### config.mk
export PLATFORM = sky130hd
export DESIGN_NAME = vga_line_fetch
export DESIGN_NICKNAME = d
export VERILOG_FILES = /design/src/rtl/vga_pkg.sv /design/src/rtl/vga_pixel_unpack.sv /design/src/rtl/vga_line_fetch.sv
export SDC_FILE = /design/constraint.sdc
export NUM_CORES = 1
export LEC_CHECK = 0
export CAP_MARGIN = 5
export CELL_PAD_IN_SITES_DETAIL_PLACEMENT = 1
export CELL_PAD_IN_SITES_GLOBAL_PLACEMENT = 2
export CORE_ASPECT_RATIO = 1.2
export CORE_MARGIN = 3
export CORE_UTILIZATION = 35
export DETAILED_ROUTE_END_ITERATION = 8
export PLACE_DENSITY_LB_ADDON = 0.1
export SETUP_SLACK_MARGIN = 0.4
export SYNTH_ARGS = -nofsm -noshare
export SYNTH_HDL_FRONTEND = slang
export SYNTH_SLANG_ARGS = --single-unit
### constraint.sdc
create_clock -name clk_i -period 13.6 [get_ports clk_i]
set_clock_uncertainty 0.15 [all_clocks]
set_input_delay 2.72 -clock clk_i [delete_from_list [all_inputs] [get_ports clk_i]]
set_output_delay 2.72 -clock clk_i [all_outputs]
set_load 0.005 [all_outputs]
### src/rtl/vga_pkg.sv
// Shared encodings and helpers for the scanline fetch engine.
// Pure definitions; no timing or flow-control behaviour of its own.
package vga_pkg;

  localparam logic [2:0] MODE_1BPP   = 3'd0;
  localparam logic [2:0] MODE_2BPP   = 3'd1;
  localparam logic [2:0] MODE_4BPP   = 3'd2;
  localparam logic [2:0] MODE_8BPP   = 3'd3;
  localparam logic [2:0] MODE_DIRECT = 3'd4;

  typedef enum logic [1:0] {
    IDLE   = 2'd0,
    FETCH  = 2'd1,
    UNPACK = 2'd2,
    DONE   = 2'd3
  } state_t;

  // Direct mode consumes the whole word as a single pixel.
  function automatic logic [5:0] bpp_of(input logic [2:0] mode);
    case (mode)
      MODE_1BPP:   bpp_of = 6'd1;
      MODE_2BPP:   bpp_of = 6'd2;
      MODE_4BPP:   bpp_of = 6'd4;
      MODE_DIRECT: bpp_of = 6'd32;
      default:     bpp_of = 6'd8;
    endcase
  endfunction

  function automatic logic [5:0] ppw_of(input logic [2:0] mode);
    case (mode)
      MODE_1BPP:   ppw_of = 6'd32;
      MODE_2BPP:   ppw_of = 6'd16;
      MODE_4BPP:   ppw_of = 6'd8;
      MODE_DIRECT: ppw_of = 6'd1;
      default:     ppw_of = 6'd4;
    endcase
  endfunction

  function automatic logic [2:0] norm_mode(input logic [2:0] mode);
    norm_mode = (mode > MODE_DIRECT) ? MODE_8BPP : mode;
  endfunction

endpackage

### src/rtl/vga_pixel_unpack.sv
// Word shift register yielding one MSB-first pixel field per advance; load wins over advance.
// Field output is combinational from the register; no backpressure, caller paces via adv_i.
module vga_pixel_unpack
  import vga_pkg::*;
(
  input  logic        clk_i,
  input  logic        rst_n_i,
  input  logic [2:0]  mode_i,
  input  logic        load_i,
  input  logic [31:0] load_dat_i,
  input  logic [5:0]  load_cnt_i,
  input  logic        adv_i,
  output logic [23:0] field_o,
  output logic        last_o
);

  logic [31:0] shreg_q, shreg_d;
  logic [5:0]  cnt_q, cnt_d;

  always_comb begin
    shreg_d = shreg_q;
    cnt_d   = cnt_q;
    if (load_i) begin
      shreg_d = load_dat_i;
      cnt_d   = load_cnt_i;
    end else if (adv_i && (cnt_q != 6'd0)) begin
      shreg_d = shreg_q << bpp_of(mode_i);
      cnt_d   = cnt_q - 6'd1;
    end
  end

  always_comb begin
    case (mode_i)
      MODE_1BPP:   field_o = {23'd0, shreg_q[31]};
      MODE_2BPP:   field_o = {22'd0, shreg_q[31:30]};
      MODE_4BPP:   field_o = {20'd0, shreg_q[31:28]};
      MODE_DIRECT: field_o = shreg_q[23:0];
      default:     field_o = {16'd0, shreg_q[31:24]};
    endcase
  end

  assign last_o = (cnt_q == 6'd1);

  always_ff @(posedge clk_i) begin
    if (!rst_n_i) begin
      shreg_q <= 32'd0;
      cnt_q   <= 6'd0;
    end else begin
      shreg_q <= shreg_d;
      cnt_q   <= cnt_d;
    end
  end

endmodule

### src/rtl/vga_line_fetch.sv
// Scanline fetch: Wishbone single-beat row reads, unpack/palette/scale, line buffer writes.
// Write lands one cycle after the palette address issue; bus stalls simply hold the FSM in FETCH.
module vga_line_fetch
  import vga_pkg::*;
#(
  parameter int H_PIXELS = 640,
  parameter int Y_W      = 10,
  parameter int LB_AW    = 10,
  parameter int PAL_AW   = 8
) (
  input  logic              clk_i,
  input  logic              rst_n_i,
  input  logic              line_start_i,
  input  logic [Y_W-1:0]    line_num_i,
  input  logic [31:0]       base_i,
  input  logic [15:0]       stride_i,
  input  logic [2:0]        mode_i,
  input  logic              hscale_i,
  input  logic              vscale_i,
  output logic              busy_o,
  output logic              done_o,
  output logic              overrun_o,
  output logic              err_o,
  output logic [31:0]       wb_adr_o,
  output logic              wb_cyc_o,
  output logic              wb_stb_o,
  output logic              wb_we_o,
  output logic [3:0]        wb_sel_o,
  input  logic [31:0]       wb_dat_i,
  input  logic              wb_ack_i,
  input  logic              wb_err_i,
  output logic [PAL_AW-1:0] pal_adr_o,
  input  logic [23:0]       pal_dat_i,
  output logic              lb_we_o,
  output logic [LB_AW-1:0]  lb_adr_o,
  output logic [23:0]       lb_dat_o
);

  localparam int SL_W = $clog2(H_PIXELS + 1);
  localparam int WI_W = LB_AW + 1;

  state_t            state_q, state_d;
  logic              busy_q, busy_d;
  logic              done_q, done_d;
  logic              ovr_q, ovr_d;
  logic              err_q, err_d;
  logic              cyc_q, cyc_d;
  logic [31:0]       adr_q, adr_d;
  logic [2:0]        mode_q, mode_d;
  logic              hs_q, hs_d;
  logic              phase_q, phase_d;
  logic [SL_W-1:0]   src_left_q, src_left_d;
  logic [WI_W-1:0]   wr_idx_q, wr_idx_d;
  logic              lb_we_q, lb_we_d;
  logic [LB_AW-1:0]  lb_adr_q, lb_adr_d;
  logic [23:0]       dir_q, dir_d;

  logic [Y_W-1:0]    row_sel;
  logic [31:0]       row_addr;
  logic [SL_W-1:0]   ppw_ext;
  logic [SL_W-1:0]   word_pix;
  logic              u_load, u_adv, issue;
  logic [23:0]       u_field;
  logic              u_last;
  logic              dir_mode;

  assign row_sel  = vscale_i ? (line_num_i >> 1) : line_num_i;
  assign row_addr = base_i + 32'(row_sel) * 32'(stride_i);
  assign dir_mode = (mode_q == MODE_DIRECT);

  // Final word of a row may carry fewer live pixels than the word holds.
  assign ppw_ext  = SL_W'(ppw_of(mode_q));
  assign word_pix = (src_left_q < ppw_ext) ? src_left_q : ppw_ext;

  vga_pixel_unpack u_unpack (
    .clk_i      (clk_i),
    .rst_n_i    (rst_n_i),
    .mode_i     (mode_q),
    .load_i     (u_load),
    .load_dat_i (wb_dat_i),
    .load_cnt_i (6'(word_pix)),
    .adv_i      (u_adv),
    .field_o    (u_field),
    .last_o     (u_last)
  );

  always_comb begin
    state_d    = state_q;
    busy_d     = busy_q;
    done_d     = 1'b0;
    ovr_d      = ovr_q;
    err_d      = err_q;
    cyc_d      = cyc_q;
    adr_d      = adr_q;
    mode_d     = mode_q;
    hs_d       = hs_q;
    phase_d    = phase_q;
    src_left_d = src_left_q;
    wr_idx_d   = wr_idx_q;
    lb_we_d    = 1'b0;
    lb_adr_d   = lb_adr_q;
    dir_d      = dir_q;
    u_load     = 1'b0;
    u_adv      = 1'b0;
    issue      = 1'b0;

    if (line_start_i && (state_q != IDLE)) begin
      ovr_d = 1'b1;
    end

    case (state_q)
      IDLE: begin
        if (line_start_i) begin
          if (done_q) begin
            ovr_d = 1'b1;
          end else begin
            state_d    = FETCH;
            busy_d     = 1'b1;
            cyc_d      = 1'b1;
            adr_d      = {row_addr[31:2], 2'b00};
            mode_d     = norm_mode(mode_i);
            hs_d       = hscale_i;
            phase_d    = 1'b0;
            src_left_d = hscale_i ? SL_W'(H_PIXELS / 2) : SL_W'(H_PIXELS);
            wr_idx_d   = '0;
          end
        end
      end
      FETCH: begin
        if (wb_ack_i) begin
          cyc_d   = 1'b0;
          u_load  = 1'b1;
          adr_d   = adr_q + 32'd4;
          state_d = UNPACK;
        end else if (wb_err_i) begin
          cyc_d   = 1'b0;
          err_d   = 1'b1;
          state_d = DONE;
        end
      end
      UNPACK: begin
        issue = 1'b1;
        if (!hs_q || phase_q) begin
          u_adv      = 1'b1;
          phase_d    = 1'b0;
          src_left_d = src_left_q - SL_W'(1);
          if (u_last) begin
            if (src_left_q == SL_W'(1)) begin
              state_d = DONE;
            end else begin
              state_d = FETCH;
              cyc_d   = 1'b1;
            end
          end
        end else begin
          phase_d = 1'b1;
        end
      end
      DONE: begin
        done_d  = 1'b1;
        busy_d  = 1'b0;
        state_d = IDLE;
      end
      default: state_d = IDLE;
    endcase

    if (issue && (wr_idx_q < WI_W'(H_PIXELS))) begin
      lb_we_d  = 1'b1;
      lb_adr_d = wr_idx_q[LB_AW-1:0];
      wr_idx_d = wr_idx_q + WI_W'(1);
      dir_d    = u_field;
    end
  end

  always_ff @(posedge clk_i) begin
    if (!rst_n_i) begin
      state_q    <= IDLE;
      busy_q     <= 1'b0;
      done_q     <= 1'b0;
      ovr_q      <= 1'b0;
      err_q      <= 1'b0;
      cyc_q      <= 1'b0;
      adr_q      <= 32'd0;
      mode_q     <= MODE_1BPP;
      hs_q       <= 1'b0;
      phase_q    <= 1'b0;
      src_left_q <= '0;
      wr_idx_q   <= '0;
      lb_we_q    <= 1'b0;
      lb_adr_q   <= '0;
      dir_q      <= 24'd0;
    end else begin
      state_q    <= state_d;
      busy_q     <= busy_d;
      done_q     <= done_d;
      ovr_q      <= ovr_d;
      err_q      <= err_d;
      cyc_q      <= cyc_d;
      adr_q      <= adr_d;
      mode_q     <= mode_d;
      hs_q       <= hs_d;
      phase_q    <= phase_d;
      src_left_q <= src_left_d;
      wr_idx_q   <= wr_idx_d;
      lb_we_q    <= lb_we_d;
      lb_adr_q   <= lb_adr_d;
      dir_q      <= dir_d;
    end
  end

  assign busy_o    = busy_q;
  assign done_o    = done_q;
  assign overrun_o = ovr_q;
  assign err_o     = err_q;
  assign wb_adr_o  = adr_q;
  assign wb_cyc_o  = cyc_q;
  assign wb_stb_o  = cyc_q;
  assign wb_we_o   = 1'b0;
  assign wb_sel_o  = 4'hf;
  assign pal_adr_o = ((state_q == UNPACK) && !dir_mode) ? PAL_AW'(u_field) : '0;
  assign lb_we_o   = lb_we_q;
  assign lb_adr_o  = lb_adr_q;
  // Palette data arrives one cycle after its address, aligned with the registered strobe.
  assign lb_dat_o  = lb_we_q ? (dir_mode ? dir_q : pal_dat_i) : 24'd0;

endmodule

==> impl_metrics.py, run 1 <==
metrics = {
    "run_status": {
        "status": "finished clean",
    },
    "pwr": {
        "powerDensity_nw_per_um2": 225,
        "vdd_drop_max_mv": 0.106,
        "p_leak_nw": 7.50,
    },
    "placed_design": {
        "portBuffers": 202,
        "hpwl_mm": 36.9,
        "placed_area_um2": 16800,
        "gp_congestion": 0.838,
    },
    "synth": {
        "synth-edff-count": 0,
        "synth_most_common_cell": "nand2_1",
        "netlist_area_um2": 14400,
        "yosysWarnings": 0,
        "synth_cells": 1877,
        "ys_ff_latch": 136,
        "synthDominantCellAreaShare": 0.189,
        "ys.flop_type": "dfxtp_1",
        "synth_top_cell_by_area": "dfxtp_1",
        "asyncSetResetFlopFracSynth": 0,
        "yosys-top-cells-count": "nand2_1 (252), inv_1 (215), a21oi_1 (161)",
        "ys_types": 77,
        "synth_area_leaders": "dfxtp_1 (19%), fa_1 (19%), nand2_1 (6.6%), ha_1 (6.4%), inv_1 (5.6%)",
        "syn_area_per_cell_um2": 7.67,
        "ys_seq_area_frac": 0.189,
    },
    "timing": {
        "relSlewSlack": 0.256,
        "rsz0062_at_grt": "no",
        "hold_viol": 0,
        "tightest_slew_ns": 1.11,
        "tns_ns": 0,
        "post-route-period-util": 0.687,
        "finalSetupViolCount": 0,
        "max_freq_ghz": 0.107,
        "fin_crit_ns": 9.34,
        "maxSlewViolCount": 0,
    },
    "final_layout": {
        "multiInputGateArea_um2": 10400,
        "area_delta_synth_final_pct": 20.6,
        "finalInstanceArea_um2": 17400,
        "fillCellCount": 4950,
        "layout-drive-gt1-share": 0.0421,
        "seq_area_um2": 2720,
        "num_antenna_cells": 0,
        "num-nets-final": 2339,
    },
    "cts": {
        "cts_tree": "yes",
        "cts_root_buf": "clkbuf_16",
        "cts.reportedPaths.clkPinSlew_ns": 0.07,
        "insertion_delay_ns": 0.45,
        "cts_max_path_buffers": 2,
        "holdBufCountCts": 0,
        "cts.htree.levels": 4,
        "cts_setup_buffers": 0,
        "cts-buffers-inserted": 17,
        "cts_sinks": 136,
        "cts_resized": 0,
    },
    "job": {
        "maxCapViolations": 0,
    },
    "global_routing": {
        "grtUsageMet3": 0.0332,
        "grt_pass1_wl_mm": 77.4,
        "met2_usage": 0.415,
        "grt_pass1_vias": 14500,
        "top_usage_layer": "met2",
        "gr-total-overflow": 0,
        "grt_start_max_net_pins": 58,
        "grt_usage": 0.219,
        "globalRouteMet1Util": 0.253,
        "antenna_found_initial": 0,
    },
    "floorplan": {
        "row_count": 80,
        "dieArea_um2": 43600,
        "coreArea_um2": 40200,
        "die_h_um": 228,
        "io_pins": 210,
        "start_util": 0.358,
        "die_w_um": 191,
    },
    "min_path": {
        "hold_class": "flop to flop",
    },
    "worst_setup_path": {
        "worstPathArrival_ns": 9.53,
        "cp-start-kind": "input pin",
        "critPathRequiredTime_ns": 13.79,
        "slowest_delay_ns": 0.95,
        "end_kind": "flop",
        "cpMaxStageDelayCell": "nor2b_1",
        "path_class": "input pin to flop",
        "cp_common_cell": "fa_1",
        "crit_fanout": 16,
        "crit_chain": "clkdlybuf4s50_1 > nor2b_1 > nand2_1 > fa_1 > fa_1 > inv_1 > fa_1 > fa_1 > inv_1 > fa_1 > inv_1 > ha_1 > a21oi_1 > nand2_1 > o2111ai_1 > a21oi_1 > o21ai_1 > a21oi_1 > nand2b_1 > a221o_1",
    },
    "detailed_routing": {
        "viasPerCell": 5.30,
        "detail-route-antenna-nets": 0,
        "vias": 13500,
        "drc_errors": 0,
        "drt_wl_total_mm": 47.3,
        "dr.first_iter.drc_count": 512,
        "dr.pass1.iters": 4,
        "wl_per_cell_um": 18.6,
    },
}
[area by class of cell]
type | count | area share
sequential | 136 | 0.157
clock inverter | 12 | 0.00677
inverter | 217 | 0.0469
clock buffer | 20 | 0.0263
multi-input combinational | 1409 | 0.599
timing repair buffer | 224 | 0.126
tap | 533 | 0.0384
[worst max-delay path: cells and delay by family]
kind	cells	cell delay [ns]
and+or+nand+nor	4	1.40
AOI/OAI and AO/OA	6	1.59
buffers and inverters	4	0.78
adders and majority gates	6	3.03
[sequential cells by signal, indices dropped and copies added (netlist names), 2 cells and up]
register,count
wr_idx_q,11
lb_adr_o,10
u_unpack.shreg_q,32
src_left_q,10
mode_q,3
wb_adr_o,30
u_unpack.cnt_q,6
dir_q,24
state_q,2
[where the power goes]
group,internal [mW],total [mW],switching [mW]
registers,0.500,0.668,0.167
logic,1.15,2.78,1.63
clock network,0.264,0.461,0.197
total,1.91,3.90,1.99
[per-layer routing]
| layer | wire, um | vias up |
|---|---|---|
| li1 | - | 6551 |
| met1 | 19500 | 6725 |
| met2 | 25200 | 215 |
| met3 | 1930 | 39 |
| met4 | 733 | 0 |
| met5 | 0 | - |
[placed cells by master, fill, tap and decap left out, types with 5 or more instances in the layout]
cell type	netlist	layout
mux2i_1	36	36
o211ai_1	10	10
inv_1	215	215
and2_1	38	38
nand2_1	252	252
clkdlybuf4s50_1	0	201
o21ai_0	98	98
or3_1	7	7
a21oi_1	161	160
xor2_1	13	13
o21ai_1	11	11
xnor2_1	13	13
nor2b_1	48	47
a211oi_1	23	23
o211a_1	10	10
nand4_1	10	10
a21boi_0	25	25
nand2b_1	21	21
nand3_1	46	46
o21a_1	5	5
a21o_1	15	15
o22ai_1	15	15
nor4_1	5	5
mux2_2	7	7
nor3_1	28	27
nor2_1	142	140
ha_1	74	74
a22oi_1	8	8
buf_4	9	22
dfxtp_1	136	135
a22o_1	17	17
clkbuf_16	0	17
conb_1	2	7
or2_2	5	5
a221oi_1	10	10
a31oi_1	21	21
and3_1	17	17
o221ai_1	5	5
fa_1	136	136
or4_1	5	5
[kinds of logic after synthesis]
kind of cell / Yosys count / synth area share
compound gates: 477 / 0.208
xor+xnor: 26 / 0.0158
fa+ha+maj: 210 / 0.253
buf+inv: 337 / 0.0909
flops: 136 / 0.189
mux: 44 / 0.0315
other cells: 2 / 0.000521
simple gates: 645 / 0.211
[path summary, 6_finish.rpt]
check	start	end	slack, ns	depth (start not counted)
max	vscale_i	wb_adr_o[28]$_SDFFE_PN0P_	4.26	20
min reg2reg	lb_adr_o[7]$_SDFFE_PN0P_	lb_adr_o[7]$_SDFFE_PN0P_	0.31	2
max reg2reg	mode_q[0]$_SDFFE_PN0P_	u_unpack.cnt_q[4]$_SDFFE_PN0P_	9.93	14
min	lb_adr_o[7]$_SDFFE_PN0P_	lb_adr_o[7]$_SDFFE_PN0P_	0.31	2
[through the flow]
stage	total power, mW	utilization	hold WS (ns)	instances	setup slack, ns
floorplan	2.68	-	0.287	1882	4.86
global placement	3.43	0.417	0.294	2519	3.93
detailed placement	3.48	0.417	0.300	2519	3.75
CTS	3.96	0.432	0.309	2551	4.22
global route	4.38	0.432	0.330	2551	3.85
finish	3.90	0.432	0.305	2551	4.26
Note: power is estimated with default switching activity, not from simulation.
==> run 2: changes to the inputs <==
--- a/config.mk
+++ b/config.mk
@@ -10,7 +10,7 @@
 export CELL_PAD_IN_SITES_GLOBAL_PLACEMENT = 2
 export CORE_ASPECT_RATIO = 1.2
 export CORE_MARGIN = 3
-export CORE_UTILIZATION = 35
+export CORE_UTILIZATION = 33
 export DETAILED_ROUTE_END_ITERATION = 8
 export PLACE_DENSITY_LB_ADDON = 0.1
 export SETUP_SLACK_MARGIN = 0.4
==> constraint.sdc (replaced) <==
create_clock -name clk_i -period 9.2 [get_ports clk_i]
set_clock_uncertainty 0.15 [all_clocks]
set_input_delay 1.84 -clock clk_i [delete_from_list [all_inputs] [get_ports clk_i]]
set_output_delay 1.84 -clock clk_i [all_outputs]
set_load 0.005 [all_outputs]
==> run 2 against run 1 <==
Effect of this change: routed wire length increased by 4.1%; via count increased by 0.53%; clock power increased by 44%.
==> impl_metrics.py, run 2 (synthesized netlist as in run 1, its figures left out) <==
metrics = {
    "final_layout": {
        "final_common_cell": "nand2_1",
        "instances_no_fill": 2572,
        "fillCellCount": 5215,
        "regMostFlops": "u_unpack.shreg_q",
        "seq_area_um2": 2720,
        "multiInputGateArea_um2": 10400,
        "final_cell_mix": "nand2_1 (252), inv_1 (215), clkdlybuf4s50_1 (201)",
        "num-nets-final": 2342,
        "area_delta_synth_final_pct": 20.8,
        "layout-drive-gt1-share": 0.0436,
        "num_antenna_cells": 0,
        "largest_reg_flops": 32,
    },
    "pwr": {
        "p_leak_nw": 7.50,
        "power_frac_clock": 0.114,
        "power_frac_seq": 0.171,
        "switching_share": 0.514,
        "powerDensity_nw_per_um2": 334,
        "pwr-share-comb": 0.715,
        "internal_power_mw": 2.82,
        "switchingPower_mw": 2.99,
        "vdd_drop_max_mv": 0.142,
    },
    "worst_setup_path": {
        "cp_common_cell": "fa_1",
        "critPathTopFamily": "adder cells",
        "critPathRequiredTime_ns": 9.44,
        "cpMaxStageDelayCell": "clkdlybuf4s50_1",
        "worstPathArrival_ns": 8.31,
        "end_kind": "flop",
        "crit_chain": "clkdlybuf4s50_1 > buf_4 > mux2_2 > nand2_1 > fa_1 > inv_1 > fa_1 > fa_1 > fa_1 > inv_1 > fa_1 > inv_1 > ha_1 > a21oi_1 > o21ai_1 > a221o_1 > a211oi_2 > a211oi_2 > o31a_1 > or4_1 > nand3_1",
        "cp-start-kind": "input pin",
        "crit_buf_inv": 5,
        "path_class": "input pin to flop",
        "slowest_delay_ns": 0.57,
        "crit_fanout": 16,
    },
    "cts": {
        "cts_tree": "yes",
        "cts_sinks": 136,
        "cts_max_path_buffers": 2,
        "holdBufCountCts": 0,
        "cts-buffers-inserted": 17,
        "insertion_delay_ns": 0.45,
        "cts.htree.levels": 4,
        "cts_resized": 0,
        "cts.reportedPaths.clkPinSlew_ns": 0.06,
        "cts_root_buf": "clkbuf_16",
        "cts_setup_buffers": 0,
    },
    "detailed_routing": {
        "viasPerCell": 5.29,
        "dr.first_iter.drc_count": 571,
        "detail-route-antenna-nets": 0,
        "vias": 13600,
        "wl_per_cell_um": 19.2,
        "dr.pass1.iters": 4,
        "drc_errors": 0,
        "drt_wl_total_mm": 49.3,
    },
    "timing": {
        "relSlewSlack": 0.291,
        "rsz0062_at_grt": "no",
        "post-route-period-util": 0.878,
        "hold_viol": 0,
        "tightest_slew_ns": 1.06,
        "setup_ws_ns": 1.13,
        "finalSetupViolCount": 0,
        "maxSlewViolCount": 0,
        "fin_crit_ns": 8.07,
        "max_freq_ghz": 0.124,
        "tns_ns": 0,
    },
    "job": {
        "maxCapViolations": 0,
    },
    "global_routing": {
        "grt_usage": 0.213,
        "gr-total-overflow": 0,
        "top_usage_layer": "met2",
        "globalRouteMet1Util": 0.253,
        "grt_start_max_net_pins": 56,
        "met2_usage": 0.394,
        "grt_pass1_vias": 14400,
        "grtUsageMet3": 0.0304,
        "antenna_found_initial": 0,
        "grt_pass1_wl_mm": 79.4,
    },
    "placed_design": {
        "pre_cts_slack_ns": 0.639,
        "portBuffers": 202,
        "place_inst": 2541,
        "hpwl_mm": 38.2,
        "gp_congestion": 0.856,
    },
    "floorplan": {
        "die_w_um": 197,
        "row_count": 83,
        "io_pins": 210,
        "dieArea_um2": 46200,
        "start_util": 0.335,
        "die_h_um": 235,
        "coreArea_um2": 43000,
    },
    "min_path": {
        "hold_class": "flop to flop",
    },
    "run_status": {
        "status": "finished clean",
    },
}
run 2: changes by cell type in the layout (fill, tap and decap cells not counted):
cell / before / now
inv_6: 3 / 1
clkinvlp_4: 3 / 4
inv_8: 1 / 0
buf_4: 22 / 25
clkinv_2: 2 / 5
clkbuf_1: 1 / 0
clkinv_4: 2 / 1
run 2: area by class of cell:
cell class | count | area share
Multi-Input combinational cell | 1409 | 0.598
Sequential cell | 136 | 0.157
Timing Repair Buffer | 227 | 0.127
Inverter | 217 | 0.0468
Tap cell | 552 | 0.0397
Clock buffer | 19 | 0.0260
Clock inverter | 12 | 0.00590
run 2: path summary, 6_finish.rpt:
| path | startpoint | endpoint | slack, ns | depth (start not counted) |
|---|---|---|---|---|
| hold reg to reg | lb_adr_o[0]$_SDFFE_PN0P_ | lb_adr_o[0]$_SDFFE_PN0P_ | 0.30 | 2 |
| setup / recovery | vscale_i | wb_adr_o[25]$_SDFFE_PN0P_ | 1.13 | 21 |
| hold / removal | lb_adr_o[0]$_SDFFE_PN0P_ | lb_adr_o[0]$_SDFFE_PN0P_ | 0.30 | 2 |
| setup reg to reg | mode_q[0]$_SDFFE_PN0P_ | u_unpack.cnt_q[4]$_SDFFE_PN0P_ | 5.44 | 14 |
run 2: power by group through the flow:
stage	logic (mW)	registers (mW)	clock network (mW)
global route	4.78	1.01	0.712
floorplan	3.07	0.896	0
global placement	4.12	0.995	0
finish	4.15	0.991	0.663
CTS	4.23	0.988	0.689
detailed placement	4.20	1.00	0
run 2: per-stage QoR:
step | hold WS, ns | cell area (um2) | utilization | total power, mW
floorplan | 0.287 | 14400 | - | 3.97
global placement | 0.293 | 16800 | 0.392 | 5.11
detailed placement | 0.300 | 16800 | 0.392 | 5.20
CTS | 0.308 | 17400 | 0.405 | 5.90
global route | 0.324 | 17400 | 0.405 | 6.51
finish | 0.305 | 17400 | 0.405 | 5.80
run 2: layer usage:
layer	wire, um	part of all wire
met1	21100	0.43
met4	1100	0.022
met2	25600	0.52
met3	1470	0.030
met5	0	0
run 2: worst reg2reg max path: cells and delay by family (launching register included):
kind / cells / cell delay (ns)
adder cells (fa/ha/maj): 1 / 0.32
buffers and inverters: 4 / 1.34
AO/OA/AOI/OAI: 5 / 0.71
AND/OR/NAND/NOR: 3 / 0.50
multiplexers: 1 / 0.37
flip-flops: 1 / 0.31
